$ cat config.mk
export PLATFORM = sky130hd
export DESIGN_NAME = alu_share_sched_flat
export DESIGN_NICKNAME = d
export VERILOG_FILES = /design/src/rtl/alu_share_sched_if.sv /design/src/rtl/alu_share_sched.sv /design/src/flat_wrapper.sv
export SDC_FILE = /design/constraint.sdc
export NUM_CORES = 1
export LEC_CHECK = 0
export CELL_PAD_IN_SITES_DETAIL_PLACEMENT = 0
export CELL_PAD_IN_SITES_GLOBAL_PLACEMENT = 1
export CORE_MARGIN = 2
export CORE_UTILIZATION = 27
export CTS_BUF_LIST = sky130_fd_sc_hd__clkbuf_16
export CTS_CLUSTER_SIZE = 25
export DETAILED_ROUTE_END_ITERATION = 16
export PLACE_DENSITY_LB_ADDON = 0.1
export SLEW_MARGIN = 20
export SYNTH_ARGS = -nofsm -noshare
export SYNTH_HDL_FRONTEND = slang
export SYNTH_SLANG_ARGS = --single-unit
$ cat constraint.sdc
create_clock -name wb_clk_i -period 1.97 [get_ports wb_clk_i]
set_input_delay 0.591 -clock wb_clk_i [delete_from_list [all_inputs] [get_ports wb_clk_i]]
set_output_delay 0.591 -clock wb_clk_i [all_outputs]
set_load 0.1 [all_outputs]
$ cat src/rtl/alu_share_sched_if.sv
// Command, response and ALU-side signal bundle for alu_share_sched.
// slave = scheduler side; master = requesters plus the ALU instance.
interface alu_share_sched_if #(
    parameter int DW = 8
);
    logic          req0_valid;
    logic          req0_ready;
    logic [DW-1:0] req0_a;
    logic [DW-1:0] req0_b;
    logic [1:0]    req0_sel;
    logic          req1_valid;
    logic          req1_ready;
    logic [DW-1:0] req1_a;
    logic [DW-1:0] req1_b;
    logic [1:0]    req1_sel;
    logic          rsp0_valid;
    logic          rsp0_ready;
    logic          rsp1_valid;
    logic          rsp1_ready;
    logic [DW-1:0] rsp_data;
    logic          rsp_carry;
    logic [DW-1:0] alu_a;
    logic [DW-1:0] alu_b;
    logic [1:0]    alu_sel;
    logic [DW-1:0] alu_out;
    logic          alu_carry;
    logic          busy;

    modport slave (
        input  req0_valid, req0_a, req0_b, req0_sel,
        input  req1_valid, req1_a, req1_b, req1_sel,
        input  rsp0_ready, rsp1_ready, alu_out, alu_carry,
        output req0_ready, req1_ready, rsp0_valid, rsp1_valid,
        output rsp_data, rsp_carry, alu_a, alu_b, alu_sel, busy
    );

    modport master (
        output req0_valid, req0_a, req0_b, req0_sel,
        output req1_valid, req1_a, req1_b, req1_sel,
        output rsp0_ready, rsp1_ready, alu_out, alu_carry,
        input  req0_ready, req1_ready, rsp0_valid, rsp1_valid,
        input  rsp_data, rsp_carry, alu_a, alu_b, alu_sel, busy
    );
endinterface

$ cat src/rtl/alu_share_sched.sv
// Round-robin scheduler sharing one pipelined ALU between two requesters.
// Optional per-requester grant counters when ALU_SCHED_STATS_EN is defined.
module alu_share_sched #(
    parameter int DW      = 8,
    parameter int ALU_LAT = 1
) (
    input  logic             wb_clk_i,
    input  logic             wb_rst_n,
    alu_share_sched_if.slave bus
`ifdef ALU_SCHED_STATS_EN
    ,
    output logic [15:0]      grant_cnt0,
    output logic [15:0]      grant_cnt1
`endif
);
    localparam logic [1:0] IDLE  = 2'd0;
    localparam logic [1:0] ISSUE = 2'd1;
    localparam logic [1:0] WAIT  = 2'd2;
    localparam logic [1:0] RESP  = 2'd3;
    localparam logic [3:0] LAT_M1 = 4'(ALU_LAT - 1);

    logic [1:0]    state_q, state_d;
    logic          gnt_q, gnt_d;
    logic          last_q, last_d;
    logic [3:0]    cnt_q, cnt_d;
    logic [DW-1:0] alu_a_q, alu_a_d;
    logic [DW-1:0] alu_b_q, alu_b_d;
    logic [1:0]    alu_sel_q, alu_sel_d;
    logic [DW-1:0] data_q, data_d;
    logic          carry_q, carry_d;
    logic          win0, win1, acc0, acc1, rsp_hs;

    // On a tie the requester that was not granted last time wins.
    always_comb begin
        win0   = bus.req0_valid & (~bus.req1_valid | last_q);
        win1   = bus.req1_valid & (~bus.req0_valid | ~last_q);
        acc0   = (state_q == IDLE) & wb_rst_n & win0;
        acc1   = (state_q == IDLE) & wb_rst_n & win1;
        rsp_hs = (state_q == RESP) & (gnt_q ? bus.rsp1_ready : bus.rsp0_ready);
    end

    always_comb begin
        state_d   = state_q;
        gnt_d     = gnt_q;
        last_d    = last_q;
        cnt_d     = cnt_q;
        alu_a_d   = alu_a_q;
        alu_b_d   = alu_b_q;
        alu_sel_d = alu_sel_q;
        data_d    = data_q;
        carry_d   = carry_q;
        case (state_q)
            IDLE: begin
                if (acc0 || acc1) begin
                    alu_a_d   = acc1 ? bus.req1_a   : bus.req0_a;
                    alu_b_d   = acc1 ? bus.req1_b   : bus.req0_b;
                    alu_sel_d = acc1 ? bus.req1_sel : bus.req0_sel;
                    gnt_d     = acc1;
                    last_d    = acc1;
                    state_d   = ISSUE;
                end
            end
            ISSUE: begin
                cnt_d   = LAT_M1;
                state_d = WAIT;
            end
            // Operands are visible to the ALU from ISSUE, so its result is
            // valid in the ALU_LAT-th WAIT cycle, i.e. when the count hits 0.
            WAIT: begin
                if (cnt_q == '0) begin
                    data_d  = bus.alu_out;
                    carry_d = bus.alu_carry;
                    state_d = RESP;
                end else begin
                    cnt_d = cnt_q - 4'd1;
                end
            end
            RESP: begin
                if (rsp_hs) begin
                    state_d = IDLE;
                end
            end
            default: state_d = IDLE;
        endcase
    end

    always_ff @(posedge wb_clk_i or negedge wb_rst_n) begin
        if (!wb_rst_n) begin
            state_q   <= IDLE;
            gnt_q     <= 1'b0;
            last_q    <= 1'b1;
            cnt_q     <= '0;
            alu_a_q   <= '0;
            alu_b_q   <= '0;
            alu_sel_q <= '0;
            data_q    <= '0;
            carry_q   <= 1'b0;
        end else begin
            state_q   <= state_d;
            gnt_q     <= gnt_d;
            last_q    <= last_d;
            cnt_q     <= cnt_d;
            alu_a_q   <= alu_a_d;
            alu_b_q   <= alu_b_d;
            alu_sel_q <= alu_sel_d;
            data_q    <= data_d;
            carry_q   <= carry_d;
        end
    end

    assign bus.req0_ready = acc0;
    assign bus.req1_ready = acc1;
    assign bus.rsp0_valid = (state_q == RESP) & ~gnt_q;
    assign bus.rsp1_valid = (state_q == RESP) & gnt_q;
    assign bus.rsp_data   = data_q;
    assign bus.rsp_carry  = carry_q;
    assign bus.alu_a      = alu_a_q;
    assign bus.alu_b      = alu_b_q;
    assign bus.alu_sel    = alu_sel_q;
    assign bus.busy       = (state_q != IDLE);

`ifdef ALU_SCHED_STATS_EN
    logic [15:0] gcnt0_q, gcnt1_q;

    always_ff @(posedge wb_clk_i or negedge wb_rst_n) begin
        if (!wb_rst_n) begin
            gcnt0_q <= '0;
            gcnt1_q <= '0;
        end else begin
            if (acc0 && gcnt0_q != '1) gcnt0_q <= gcnt0_q + 16'd1;
            if (acc1 && gcnt1_q != '1) gcnt1_q <= gcnt1_q + 16'd1;
        end
    end

    assign grant_cnt0 = gcnt0_q;
    assign grant_cnt1 = gcnt1_q;
`endif
endmodule

$ cat src/flat_wrapper.sv
// flat-port wrapper written by rule: the top's interface ports become plain ports
module alu_share_sched_flat 
#(
    parameter int DW      = 8,
    parameter int ALU_LAT = 1
)
  (wb_clk_i, wb_rst_n, bus_req0_valid, bus_req0_a, bus_req0_b, bus_req0_sel, bus_req1_valid, bus_req1_a, bus_req1_b, bus_req1_sel, bus_rsp0_ready, bus_rsp1_ready, bus_alu_out, bus_alu_carry, bus_req0_ready, bus_req1_ready, bus_rsp0_valid, bus_rsp1_valid, bus_rsp_data, bus_rsp_carry, bus_alu_a, bus_alu_b, bus_alu_sel, bus_busy);
  alu_share_sched_if #(.DW(DW)) bus_i ();
  input  logic wb_clk_i;
  input  logic wb_rst_n;
  input wire logic [$bits(bus_i.req0_valid)-1:0] bus_req0_valid;
  input wire logic [$bits(bus_i.req0_a)-1:0] bus_req0_a;
  input wire logic [$bits(bus_i.req0_b)-1:0] bus_req0_b;
  input wire logic [$bits(bus_i.req0_sel)-1:0] bus_req0_sel;
  input wire logic [$bits(bus_i.req1_valid)-1:0] bus_req1_valid;
  input wire logic [$bits(bus_i.req1_a)-1:0] bus_req1_a;
  input wire logic [$bits(bus_i.req1_b)-1:0] bus_req1_b;
  input wire logic [$bits(bus_i.req1_sel)-1:0] bus_req1_sel;
  input wire logic [$bits(bus_i.rsp0_ready)-1:0] bus_rsp0_ready;
  input wire logic [$bits(bus_i.rsp1_ready)-1:0] bus_rsp1_ready;
  input wire logic [$bits(bus_i.alu_out)-1:0] bus_alu_out;
  input wire logic [$bits(bus_i.alu_carry)-1:0] bus_alu_carry;
  output wire logic [$bits(bus_i.req0_ready)-1:0] bus_req0_ready;
  output wire logic [$bits(bus_i.req1_ready)-1:0] bus_req1_ready;
  output wire logic [$bits(bus_i.rsp0_valid)-1:0] bus_rsp0_valid;
  output wire logic [$bits(bus_i.rsp1_valid)-1:0] bus_rsp1_valid;
  output wire logic [$bits(bus_i.rsp_data)-1:0] bus_rsp_data;
  output wire logic [$bits(bus_i.rsp_carry)-1:0] bus_rsp_carry;
  output wire logic [$bits(bus_i.alu_a)-1:0] bus_alu_a;
  output wire logic [$bits(bus_i.alu_b)-1:0] bus_alu_b;
  output wire logic [$bits(bus_i.alu_sel)-1:0] bus_alu_sel;
  output wire logic [$bits(bus_i.busy)-1:0] bus_busy;
  assign bus_i.req0_valid = bus_req0_valid;
  assign bus_i.req0_a = bus_req0_a;
  assign bus_i.req0_b = bus_req0_b;
  assign bus_i.req0_sel = bus_req0_sel;
  assign bus_i.req1_valid = bus_req1_valid;
  assign bus_i.req1_a = bus_req1_a;
  assign bus_i.req1_b = bus_req1_b;
  assign bus_i.req1_sel = bus_req1_sel;
  assign bus_i.rsp0_ready = bus_rsp0_ready;
  assign bus_i.rsp1_ready = bus_rsp1_ready;
  assign bus_i.alu_out = bus_alu_out;
  assign bus_i.alu_carry = bus_alu_carry;
  assign bus_req0_ready = bus_i.req0_ready;
  assign bus_req1_ready = bus_i.req1_ready;
  assign bus_rsp0_valid = bus_i.rsp0_valid;
  assign bus_rsp1_valid = bus_i.rsp1_valid;
  assign bus_rsp_data = bus_i.rsp_data;
  assign bus_rsp_carry = bus_i.rsp_carry;
  assign bus_alu_a = bus_i.alu_a;
  assign bus_alu_b = bus_i.alu_b;
  assign bus_alu_sel = bus_i.alu_sel;
  assign bus_busy = bus_i.busy;
  alu_share_sched #(.DW(DW), .ALU_LAT(ALU_LAT)) u_core (.wb_clk_i(wb_clk_i), .wb_rst_n(wb_rst_n), .bus(bus_i));
endmodule
==> impl_metrics.tcl, run 1 <==
set metrics [dict create \
    run_status "complete, but fails checks" \
    failing_checks "negative setup slack" \
    fraction_of_the_yosys_area_taken_by_sequential_cells_pct 50.3 \
    vias_in_the_first_global_route 1701 \
    drt_via_density 4.71 \
    worst_skew_pair.late_latency_ps 270 \
    floorplan.die_area_um2 7120 \
    timing.critical_path.required_ps 1380 \
    fmaxAchievable_mhz 500 \
    design.portCount 83 \
    post-route-period-util_pct 102 \
    crit_path_arrival_time_ps 1410 \
    synth.ff_latch_count 35 \
    drt_pre_antenna_iters 4 \
    r2r_cell_count 5 \
    die_width_um 84.4 \
    grt_antenna_before_repair 0 \
    finalHoldViolations 0 \
    wl_per_cell_um 14.6 \
    grt.total_usage_pct 15.0 \
    layout.cells.most_common_list "47 x sky130_fd_sc_hd__clkdlybuf4s50_1, 44 x sky130_fd_sc_hd__nand2_1, 34 x sky130_fd_sc_hd__dfrtp_1" \
    cts.sinks 35 \
    timing.slew.headroom_pct 68.6 \
    global_route.overflow_total 0 \
    grt_max_degree 37 \
    crit_type "reg -> out" \
    clock-skew-final_ps 2.90 \
    max_cap_violations 0 \
    post_route_cells_drive_above_1_share_pct 30.3 \
    critical_path.endpoint_type "primary output" \
    floorplan.initialDensity_pct 27.6 \
    layout_commonest_cell "sky130_fd_sc_hd__clkdlybuf4s50_1" \
    area_growth_syn_to_layout_pct 87.4 \
    yosysWarnings 0 \
    worst_r2r_startpoint "u_core.cnt_q[0]" \
    rsz_0062_raised_after_global_routing "true" \
    longest_clk_path_bufs 2 \
    cts_tree "done" \
    post-route-min-period_ps 2000 \
    drt_iter0_markers 24 \
    via_count 1654 \
    gp_congestion 0.718 \
    path_clk_slew_ps 60 \
    fp.coreArea_um2 6310 \
    tightest_slew_ps 471 \
    post_synthesis_mean_instance_area_um2 9.97 \
    holdWs_ps 483 \
    numCtsBuffers 5 \
    port-buffer-count 82 \
    post_synthesis_cell_area_um2 1740 \
    r2r_end "u_core.state_q[1]" \
    critPathMaxFanout 4 \
    wire_length_of_the_first_global_routing_pass_um 8400 \
    drcViolationCount 0 \
    final_setup_fails 1 \
    ant_nets 0 \
    num_rows 29 \
    antenna-diode-count 0 \
    slew_viol_final 0 \
    synth.lib_cells_used.distinct 30 \
    finish.net_count 330 \
    worstHoldPathType "in -> async" \
    post_route_core_utilization_pct 51.8 \
    fp.dieH_um 84.4 \
    post_synth_inst_count 175 \
    clock_tree.htree_level_count 2 \
    cts_root_buf "sky130_fd_sc_hd__clkbuf_16" \
    dp_hpwl_um 3700 \
    synthesized_netlist_net_count 232 \
    post-route-worst-setup-slack_ps -30.9 \
    critical_path.startpoint_type "flop" \
    filler_cell_count 593 \
    regToRegSetupSlack_ps 70 \
    drt-total-wl_um 5130 \
]
==> critical path, cell delays in order (launching register included) <==
cell and delay [ps]:
sky130_fd_sc_hd__dfrtp_1 390, sky130_fd_sc_hd__inv_2 80, sky130_fd_sc_hd__ha_4 160, sky130_fd_sc_hd__and3_4 180, sky130_fd_sc_hd__and2_4 160, sky130_fd_sc_hd__buf_12 170
==> sequential cells by signal, indices dropped and copies added, names as in the netlist <==
signal	cells
u_core.bus.alu_a	8
u_core.bus.alu_b	8
u_core.bus.alu_sel	2
u_core.bus.rsp_carry	1
u_core.bus.rsp_data	8
u_core.cnt_q	4
u_core.gnt_q	1
u_core.last_q	1
u_core.state_q	2
==> cell type report <==
| cell class | instances | area, um^2 | area share (%) |
|---|---|---|---|
| Clock buffer | 5 | 125 | 3.83 |
| Inverter | 6 | 25.0 | 0.766 |
| Tap cell | 77 | 96.3 | 2.95 |
| Sequential cell | 35 | 877 | 26.8 |
| Timing Repair Buffer | 103 | 1300 | 39.7 |
| Multi-Input combinational cell | 122 | 837 | 25.6 |
| Clock inverter | 3 | 11.3 | 0.345 |
==> how the worst max path moves through the flow <==
stage	start	endpoint	slack, ps
after floorplan	u_core.state_q[0]	bus_req1_ready	0.2
after global placement	bus_req1_valid	bus_req0_ready	-250
after detailed placement	bus_req1_valid	bus_req0_ready	-260
after CTS	u_core.state_q[1]	bus_req1_ready	-30
after global routing	u_core.state_q[1]	bus_req1_ready	-70
final	u_core.state_q[1]	bus_req1_ready	-30
==> synth_stat cells <==
master,count,area share (%)
sky130_fd_sc_hd__o32a_2,1,0.65
sky130_fd_sc_hd__nand2_1,44,9.5
sky130_fd_sc_hd__mux2_1,1,0.65
sky130_fd_sc_hd__clkbuf_2,1,0.29
sky130_fd_sc_hd__o21ai_0,2,0.57
sky130_fd_sc_hd__dfrtp_1,34,49
sky130_fd_sc_hd__o31ai_1,1,0.43
sky130_fd_sc_hd__dfstp_2,1,1.5
sky130_fd_sc_hd__buf_2,6,1.7
sky130_fd_sc_hd__ha_1,6,4.3
sky130_fd_sc_hd__inv_1,6,1.3
sky130_fd_sc_hd__or3b_1,1,0.50
sky130_fd_sc_hd__and4bb_2,1,0.72
sky130_fd_sc_hd__o2bb2ai_1,1,0.50
sky130_fd_sc_hd__and3_1,1,0.36
sky130_fd_sc_hd__mux2_2,9,5.8
sky130_fd_sc_hd__nand2b_1,2,0.72
sky130_fd_sc_hd__o211ai_1,19,8.2
sky130_fd_sc_hd__buf_4,1,0.43
sky130_fd_sc_hd__and2_1,2,0.72
sky130_fd_sc_hd__nand4b_1,1,0.50
sky130_fd_sc_hd__a22o_1,1,0.50
sky130_fd_sc_hd__o21bai_1,1,0.43
sky130_fd_sc_hd__clkbuf_1,4,0.86
sky130_fd_sc_hd__o211a_1,1,0.57
sky130_fd_sc_hd__nor2b_1,2,0.72
sky130_fd_sc_hd__mux2i_1,4,2.3
sky130_fd_sc_hd__or4_2,1,0.50
sky130_fd_sc_hd__nand3_1,19,5.5
sky130_fd_sc_hd__a222oi_1,1,0.57
==> routing by layer <==
layer / track usage [%] / share of wire (%) / up-vias
li1: - / - / 807
met1: 17.9 / 43 / 781
met2: 25.8 / 49 / 59
met3: 5.11 / 6.8 / 7
met4: 3.90 / 1.2 / 0
met5: 0 / 0 / -
==> cell families after synthesis <==
logic type	share of synthesized area [%]
simple gates	19.7
buf+inv	4.59
flops	50.3
fa+ha+maj	4.30
compound gates	12.4
mux	8.75
==> through the flow <==
stage | instance area [um^2] | setup slack [ps] | setup TNS, ps | cells
after floorplan | 1790 | 0.190 | 0 | 175
after global placement | 3070 | -254 | -826 | 339
after detailed placement | 3070 | -255 | -1260 | 339
after CTS | 3260 | -34.6 | -34.6 | 350
after global routing | 3270 | -74.2 | -98.5 | 351
final | 3270 | -30.9 | -30.9 | 351
==> timing repair <==
action | in CTS | in global routing
gates resized for setup | 11 | 1
hold buffers | 0 | 0
buffers inserted | 3 | 2
setup endpoints to repair | 4 | 4
pin swaps | 2 | 1
Power of run 1 is left out: the tool's default activity adds up to more than one toggle a clock period on the data nets, which glitch-free logic cannot reach.
==> inputs of run 2 (changes only) <==
==> constraint.sdc (replaced) <==
create_clock -name wb_clk_i -period 1.65 [get_ports wb_clk_i]
set_input_delay 0.495 -clock wb_clk_i [delete_from_list [all_inputs] [get_ports wb_clk_i]]
set_output_delay 0.495 -clock wb_clk_i [all_outputs]
set_load 0.1 [all_outputs]
==> run 2 against run 1 <==
Net effect:
- wire length is 0.43% higher
- highest routed layer unchanged
- non-clock buffer count grew 6
- final area increased by 2.9%
- the flow still finishes with violations (negative setup slack)
- largest cell class unchanged
- utilization is 1.5 points higher
==> impl_metrics.tcl, run 2 (synthesized netlist as in run 1, its figures left out) <==
set metrics [dict create \
    worst_skew_pair.late_latency_ps 280 \
    antenna-diode-count 0 \
    run_status "complete, but fails checks" \
    timing.slew.headroom_pct 70.0 \
    cts_tree "done" \
    critical_path.endpoint_type "primary output" \
    floorplan.die_area_um2 7120 \
    layout_commonest_cell "sky130_fd_sc_hd__clkdlybuf4s50_1" \
    ant_nets 0 \
    finalNonFillerCells 358 \
    critPathMaxFanout 4 \
    crit_type "reg -> out" \
    port-buffer-count 82 \
    r2r_cell_count 5 \
    floorplan.initialDensity_pct 27.6 \
    dp_hpwl_um 3630 \
    wl_per_cell_um 14.4 \
    gp_congestion 0.756 \
    worst_setup_sp "u_core.state_q[0]" \
    drcViolationCount 0 \
    path_clk_slew_ps 50 \
    finish.net_count 337 \
    drt-total-wl_um 5150 \
    numCtsBuffers 5 \
    worstHoldPathType "in -> async" \
    post-route-period-util_pct 116 \
    critical_path.startpoint_type "flop" \
    global_route.overflow_total 0 \
    fp.coreArea_um2 6310 \
    placed_cells_incl_taps 342 \
    drt_pre_antenna_iters 4 \
    via_count 1659 \
    final_setup_fails 7 \
    vias_in_the_first_global_route 1706 \
    critical_path.endpoint "bus_req1_ready" \
    failing_checks "negative setup slack" \
    clock_tree.htree_level_count 2 \
    slew_viol_final 0 \
    area_growth_syn_to_layout_pct 92.8 \
    drt_via_density 4.63 \
    fp.dieH_um 84.4 \
    design.portCount 83 \
    timing.critical_path.required_ps 1150 \
    rsz_0062_raised_after_global_routing "true" \
    wire_length_of_the_first_global_routing_pass_um 8190 \
    clock-skew-final_ps 4.15 \
    grt_antenna_before_repair 0 \
    regToRegSetupSlack_ps -200 \
    post-route-min-period_ps 1910 \
    num_rows 29 \
    worst_r2r_startpoint "u_core.cnt_q[1]" \
    grt.total_usage_pct 14.6 \
    grt_max_degree 35 \
    post-route-worst-setup-slack_ps -264 \
    post_route_cells_drive_above_1_share_pct 33.5 \
    cts.sinks 35 \
    r2r_end "u_core.state_q[1]" \
    finalHoldViolations 0 \
    max_cap_violations 0 \
    cts_root_buf "sky130_fd_sc_hd__clkbuf_16" \
    crit_path_arrival_time_ps 1420 \
    tightest_slew_ps 450 \
    drt_iter0_markers 65 \
    fmaxAchievable_mhz 522 \
    layout.cells.most_common_list "47 x sky130_fd_sc_hd__clkdlybuf4s50_1, 42 x sky130_fd_sc_hd__nand2_1, 34 x sky130_fd_sc_hd__dfrtp_1" \
    die_width_um 84.4 \
    longest_clk_path_bufs 2 \
]
-- run 2: final cells by class --
cell class,instances,area (um^2)
clock buffer,5,125
clock inverter,3,11.3
fill,585,2950
inverter,6,25.0
multi-input combinational,123,868
sequential,35,877
tap,77,96.3
timing repair buffer,109,1360
-- run 2: through the flow --
step                hold WS (ps)  util, %  cell area (um^2)  setup slack, ps  TNS (ps)
floorplan                    199        -              1820             -191      -679
global placement             486     49.3              3110             -427     -6250
detailed placement           508     49.3              3110             -449     -6100
CTS                          359     52.7              3330             -273     -1450
global route                 384     53.3              3360             -304     -1810
finish                       366     53.3              3360             -264     -1400
-- run 2: worst min path at each step --
stage,endpoint,slack (ps),depth (start not counted)
detailed placement,u_core.last_q,510,2
global route,u_core.last_q,380,2
floorplan,u_core.bus.alu_a[0],200,0
finish,u_core.last_q,370,2
CTS,u_core.last_q,360,2
global placement,u_core.last_q,490,2
-- run 2: layer usage --
| metal | track usage, % | up-vias | routed length (um) |
|---|---|---|---|
| li1 | - | 824 | - |
| met1 | 17.1 | 772 | 2120 |
| met2 | 25.6 | 56 | 2660 |
| met3 | 4.23 | 7 | 304 |
| met4 | 5.19 | 0 | 67 |
| met5 | 0 | - | 0 |
-- run 2: worst max-delay path: stages (launching register included) --
cell                      delay, ps
sky130_fd_sc_hd__dfrtp_1        390
sky130_fd_sc_hd__inv_2           90
sky130_fd_sc_hd__ha_4           160
sky130_fd_sc_hd__and3_4         180
sky130_fd_sc_hd__and2_4         160
sky130_fd_sc_hd__buf_12         170
-- run 2: repair_timing --
item / 4_1_cts / 5_1_grt
setup buffers: 7 / 0
endpoints found under the setup margin: 7 / 34
hold buffers: 0 / 0
cloned: 0 / 1
resized for setup: 11 / 7
pin swaps: 3 / 2
Power of run 2 is left out for the same reason.
==> inputs of run 3 (changes only) <==
--- a/config.mk
+++ b/config.mk
@@ -5,6 +5,7 @@
 export SDC_FILE = /design/constraint.sdc
 export NUM_CORES = 1
 export LEC_CHECK = 0
+export CAP_MARGIN = 30
 export CELL_PAD_IN_SITES_DETAIL_PLACEMENT = 0
 export CELL_PAD_IN_SITES_GLOBAL_PLACEMENT = 1
 export CORE_MARGIN = 2
@@ -13,6 +14,7 @@
 export CTS_CLUSTER_SIZE = 25
 export DETAILED_ROUTE_END_ITERATION = 16
 export PLACE_DENSITY_LB_ADDON = 0.1
+export SKIP_LAST_GASP = 1
 export SLEW_MARGIN = 20
 export SYNTH_ARGS = -nofsm -noshare
 export SYNTH_HDL_FRONTEND = slang
==> results of run 3 <==
Final layout, timing and power as in run 2 (identical DEF).
Among the figures that moved: number of gates resized after CTS 11 -> 10
Power of run 3 is left out for the same reason.
